File: config.mk
export PLATFORM = sky130hd
export DESIGN_NAME = alu_result_stage
export DESIGN_NICKNAME = d
export VERILOG_FILES = /design/src/rtl/alu_result_stage.sv
export SDC_FILE = /design/constraint.sdc
export NUM_CORES = 1
export LEC_CHECK = 0
export ABC_AREA = 1
export ABC_CLOCK_PERIOD_IN_PS = 1100
export BUFFER_PORTS_ARGS = -buffer_cell sky130_fd_sc_hd__buf_2
export CORE_UTILIZATION = 45
export DETAILED_ROUTE_END_ITERATION = 12
export PLACE_DENSITY_LB_ADDON = 0.2
export SLEW_MARGIN = 0
export SYNTH_ARGS = -nofsm -noshare
export SYNTH_HDL_FRONTEND = slang
export SYNTH_SLANG_ARGS = --single-unit
File: constraint.sdc
create_clock -name clk -period 1.1 [get_ports clk]
set_input_delay 0.165 -clock clk [delete_from_list [all_inputs] [get_ports clk]]
set_output_delay 0.165 -clock clk [all_outputs]
set_load 0.05 [all_outputs]
File: src/rtl/alu_result_stage.sv


module alu_result_stage #(
    parameter int WORD_WIDTH    = 32,
    parameter int REG_IDX_WIDTH = 4,
    parameter int FLAGS_WIDTH   = 4
) (
    input  logic                     clk,
    input  logic                     reset_n,

    input  logic                     in_valid,
    output logic                     in_ready,
    input  logic [WORD_WIDTH-1:0]    in_result,
    input  logic [FLAGS_WIDTH-1:0]   in_flags,
    input  logic [REG_IDX_WIDTH-1:0] in_dest,
    input  logic                     in_wr_reg,
    input  logic                     in_wr_flags,

    output logic [FLAGS_WIDTH-1:0]   flags,

    output logic                     wb_valid,
    input  logic                     wb_ready,
    output logic [WORD_WIDTH-1:0]    wb_data,
    output logic [REG_IDX_WIDTH-1:0] wb_dest,
    output logic [1:0]               occupancy
`ifdef RESULT_FORWARD_EN
    ,
    input  logic [REG_IDX_WIDTH-1:0] fwd_reg,
    output logic                     fwd_hit,
    output logic [WORD_WIDTH-1:0]    fwd_data
`endif
);

    // The state encoding doubles as the occupancy count.
    typedef enum logic [1:0] {
        ST_EMPTY = 2'd0,
        ST_ONE   = 2'd1,
        ST_FULL  = 2'd2
    } state_e;

    typedef struct packed {
        logic [WORD_WIDTH-1:0]    data;
        logic [REG_IDX_WIDTH-1:0] dest;
    } entry_t;

    state_e state;
    entry_t mem [2];
    logic   wr_ptr;
    logic   rd_ptr;

    logic accept;
    logic push;
    logic drain;

    // A full buffer can still take a new op when the oldest entry leaves in
    // the same cycle; the freed slot is the one being written.
    assign in_ready  = (state != ST_FULL) | wb_ready;
    assign accept    = in_valid & in_ready;
    assign push      = accept & in_wr_reg;
    assign drain     = wb_valid & wb_ready;

    assign wb_valid  = (state != ST_EMPTY);
    assign occupancy = state;
    assign wb_data   = mem[rd_ptr].data;
    assign wb_dest   = mem[rd_ptr].dest;

    // NOTE: sequential state is updated with non-blocking assignments only, so
    // every read in this block sees the pre-edge value regardless of order.
    always_ff @(posedge clk or negedge reset_n) begin
        if (!reset_n) begin
            state  <= ST_EMPTY;
            wr_ptr <= 1'b0;
            rd_ptr <= 1'b0;
            flags  <= '0;
            // NOTE: the storage is reset because wb_data/wb_dest are read
            // straight from it and must show zero out of reset.
            for (int i = 0; i < 2; i++) begin
                mem[i] <= '0;
            end
        end else begin
            if (accept && in_wr_flags) begin
                flags <= in_flags;
            end

            if (push) begin
                mem[wr_ptr] <= '{data: in_result, dest: in_dest};
                wr_ptr      <= ~wr_ptr;
            end

            if (drain) begin
                rd_ptr <= ~rd_ptr;
            end

            case (state)
                ST_EMPTY: begin
                    if (push) state <= ST_ONE;
                end
                ST_ONE: begin
                    if (push && !drain)      state <= ST_FULL;
                    else if (drain && !push) state <= ST_EMPTY;
                end
                ST_FULL: begin
                    // push without drain cannot happen: in_ready is low then.
                    if (drain && !push) state <= ST_ONE;
                end
                default: state <= ST_EMPTY;
            endcase
        end
    end

`ifdef RESULT_FORWARD_EN
    // When full, the write pointer has wrapped onto the read pointer, so the
    // younger entry is always the slot opposite the oldest one.
    logic young_ptr;
    assign young_ptr = ~rd_ptr;

    // NOTE: every output of this block gets a default first, so no path
    // leaves it unassigned and no latch is inferred.
    always_comb begin
        fwd_hit  = 1'b0;
        fwd_data = '0;
        if (state != ST_EMPTY && mem[rd_ptr].dest == fwd_reg) begin
            fwd_hit  = 1'b1;
            fwd_data = mem[rd_ptr].data;
        end
        // The younger match overrides the older one.
        if (state == ST_FULL && mem[young_ptr].dest == fwd_reg) begin
            fwd_hit  = 1'b1;
            fwd_data = mem[young_ptr].data;
        end
    end
`endif

endmodule : alu_result_stage
# Yosys cells after proc, flatten, opt, wreduce, memory -nomap -nowiden
# Index checks and enable logic that the tools add are counted.
[op_classes]
magnitude_cmp = 3
n_eq_ne = 6
muxes = 11
n_bitwise = 8
reduce_logical = 9
[ops]
columns = ["op", "count"]
rows = [
  ["$mux W36", 4],
  ["$bwmux W72", 1],
  ["$demux W36 S1", 1],
  ["$mux W2", 4],
  ["$ne A2 B2 Y1 const B", 3],
  ["$pmux W2 S3", 1],
  ["$ge A2 B2 Y1 const B", 2],
  ["$logic_and A1 B1 Y1", 4],
  ["$not A1 Y2", 2],
  ["$and A1 B1 Y1", 3],
  ["$ne A3 B3 Y1 const B", 1],
  ["$reduce_and A3 Y1", 1],
  ["$eq A2 B1 Y1 const B", 1],
  ["$eq A2 B2 Y1 const B", 1],
  ["$logic_not A1 Y1", 2],
  ["$logic_not A2 Y1", 1],
  ["$lt A2 B1 Y1 const B", 1],
  ["$not A1 Y1", 2],
  ["$reduce_bool A2 Y1", 1],
  ["$or A1 B1 Y1", 1],
]
[totals]
ff_bits = 80
inputBits = 46

# Longest topological paths before layout
[depth]
depth_word = 9
ltp_mapped = 8
ltp_nobuf = 8

# Worst setup path before layout
# OpenSTA, ideal clock, no wires.
[synth_timing]
path_kind = "flip-flop to output port"
start = "register rd_ptr"
end = "output wb_data[22]"
arrival_ps = 1842
slack_ps = -907
path_stages_with_launch = 4
n_path_buf = 2
path_cell_list = "dfrtp_1 > clkbuf_1 > clkbuf_1 > o21ai_0"
[synth_via]
elab_chain_cells = 4
[synth_lines]
columns = ["element", "line_no", "rtl"]
rows = [
  ["from (decl)", "49", "logic rd_ptr;"],
  ["from (signal assigned)", "91", "rd_ptr <= ~rd_ptr;"],
  ["$not A1 Y2 (implied by the code)", "64", "assign wb_data = mem[rd_ptr].data;"],
  ["$mux W36 (3 in series)", "-", ""],
  ["to (decl)", "23", "output logic [WORD_WIDTH-1:0] wb_data,"],
]
# No other way between the ends. The select of a mux whose other input is x is not followed.

# Final worst setup path
[layout_timing]
start = "register rd_ptr"
end = "output wb_data[1]"
# The elaborated chain is that of the path after synthesis.

==> impl_metrics.toml <==
[route]
drc = 0
vias_per_cell = 5.507
vias = 3756
firstDrtPassIters = 4
wl_per_cell_um = 20.11
antenna_left = 0
drt-total-wl_um = 13720
drtIter0Drc = 244

[power_and_ir_drop]
power_density_mw_per_mm2 = 3419
pwr-share-seq_pct = 23.2
clockPowerShare_pct = 9.7
leakagePower_nw = 3.354
p_int_mw = 11.54
power_frac_comb_pct = 67.1
switching_share_pct = 50.02
ir_worst_vdd_mv = 2.300
p_sw_mw = 11.55

[clocking]
clk_latency_ns = 0.36
clock_sink_count = 80
path_clk_slew_ns = 0.09
cts_root_buffer = "clkbuf_8"
cts.path.max_buffers = 2
ctsHtreeMaxLevel = 3
numCtsBuffers = 9
tritoncts = "done"

[status]
status = "finished, violations left"
violations = "setup timing"

[sta]
drv_slew = 0
rsz0062_at_grt = "true"
setup_ws_ns = -0.5947
fin_hold_ws_ns = 0.03035
max_slew_margin_pct = 76.54
period_minus_slack_ns = 1.695
setup_violations = 120
worstMarginPinSlew_ns = 0.3519
finalClockSkew_ns = 0.008827
tns_ns = -48.07
hold_viol = 0
max_freq_ghz = 0.5901
timing.final.crit_share_pct = 154.1

[placed_design]
place_hpwl_um = 5908
placed_cell_area_sq_mm = 0.004753
portBuffers = 89
dp_slack_ns = -0.2214
gp_congestion = 0.7915

[final_layout]
final_cell_mix = "nand2_2 (77), dfrtp_1 (77), buf_6 (55)"
syn_to_final_growth_pct = 89.31
regArea_sq_mm = 0.002008
layout.nets = 622
design_area_sq_mm = 0.006755
drive_above_1_share_pct = 68.10
final_util_pct = 87.87
nFillCells = 345
multiInputGateArea_sq_mm = 0.002447
antenna_cells = 0

[global_routing]
track_usage_pct = 30.03
grt_antenna_before_repair = 0
globalRouteOverflowTotal = 0
grt_pass1_wl_um = 19200
grt_max_degree = 30
grt_pass1_vias = 3732

[floorplanning]
core_area_sq_mm = 0.007687
start_util_pct = 46.42
die_area_sq_mm = 0.008290
io_pins = 90
fp.dieW_um = 91.05
rows = 32
chipHeight_um = 91.05

[worst_hold_path]
hold_class = "input port to flop"
holdPathStages = 3
holdCritStartpoint = "in_result[6]"
holdPathEnd = "mem[10]"

[run]
maxCapViolations = 0

[critical_path]
regToRegSetupSlack_ns = -0.45
critPathCaptureType = "output port"
rr_startpoint = "occupancy[1]"
rr_worst_depth = 7
worst_ep_arrival_time_ns = 1.53
critPathKind = "flop to output port"
required_ns = 0.94
critPathLaunchType = "flop"
crit_fanout = 8
timing.rr.end = "mem[15]"

[yosys]
synthCells = 434
yosysSeqAreaShare_pct = 56.10
synth_fp_nets = 480
syn_avg_cell_area_sq_um = 8.222
ys_types = 19
syn-cell-area_sq_mm = 0.003568
yosysWarnings = 0
synth-seq-cells = 80
worst max-delay path by stage:
stage                             from  depth (start not counted)           to
final                           rd_ptr                          4   wb_data[1]
after global routing            rd_ptr                          4   wb_data[1]
after CTS                       rd_ptr                          4   wb_data[4]
after detailed placement        rd_ptr                          4  wb_data[20]
after global placement          rd_ptr                          4   wb_data[0]
after floorplan           occupancy[0]                          7      mem[26]
cell usage after synthesis (all sizes together):
cell type	number	share of area [%]
o21ai	113	16
nand4	2	0.35
clkbuf	10	1.1
xor2	1	0.25
nor2	5	0.95
xnor2	1	0.25
nand2	153	16
inv	48	5.0
buf	16	2.9
nand3	5	1.2
dfrtp	80	56
power by group through the flow:
stage	Clock [mW]	Sequential [mW]	Combinational [mW]
after floorplan	0	5.05	8.59
after global placement	0	5.01	10.6
after detailed placement	0	5.05	10.8
after CTS	2.19	5.17	14.2
after global routing	2.37	5.46	16.1
final	2.25	5.36	15.5
flip-flops by register name, summed over array words and instances, names as in the netlist:
| register | count |
|---|---|
| rd_ptr | 1 |
| mem | 72 |
| occupancy | 2 |
| wr_ptr | 1 |
| flags | 4 |
critical path, cell delays in order (launching register included):
cell     delay, ns
dfrtp_4       0.59
buf_4         0.20
nand2_1       0.12
o21ai_4       0.07
buf_4         0.19
layout make-up:
cell class                      instances  area share (%)
Clock buffer                           10           2.037
Clock inverter                          5          0.8335
Inverter                               48           2.667
Multi-Input combinational cell        280           36.23
Sequential cell                        80           29.73
Tap cell                              102           1.889
Timing Repair Buffer                  157           26.62
cell families (layout without fill, tap and decap cells):
logic type / after synthesis / count (layout) / synth area share [%]
AO/OA/AOI/OAI: 113 / 113 / 15.85
XOR/XNOR: 2 / 2 / 0.4910
buffers and inverters: 74 / 220 / 8.976
flip-flops: 80 / 80 / 56.10
AND/OR/NAND/NOR: 165 / 165 / 18.58
per-stage QoR:
stage	total power, mW	std cells
5_1_grt	23.98	682
3_5_place_dp	15.82	627
4_1_cts	21.52	683
3_3_place_gp	15.59	627
6_report	23.09	682
2_1_floorplan	13.64	434
timing repair:
action / CTS / global route
cloned: 14 / 2
endpoints found under the hold margin: 20 / 0
setup endpoints to repair: 124 / 124
pin swaps: 7 / 21
hold buffers: 1 / 0
gates resized for setup: 290 / 162
buffers inserted: 26 / 13
routing by layer:
layer  vias up  part of all wire (%)  track usage [%]
met1      1872                    41            38.23
met3        45                   5.8            7.035
met4         0                   3.1            14.68
met5         -                     0                0
met2       181                    50            48.23
li1       1658                     -                -
No activity file was read; power rests on OpenSTA's default activity.
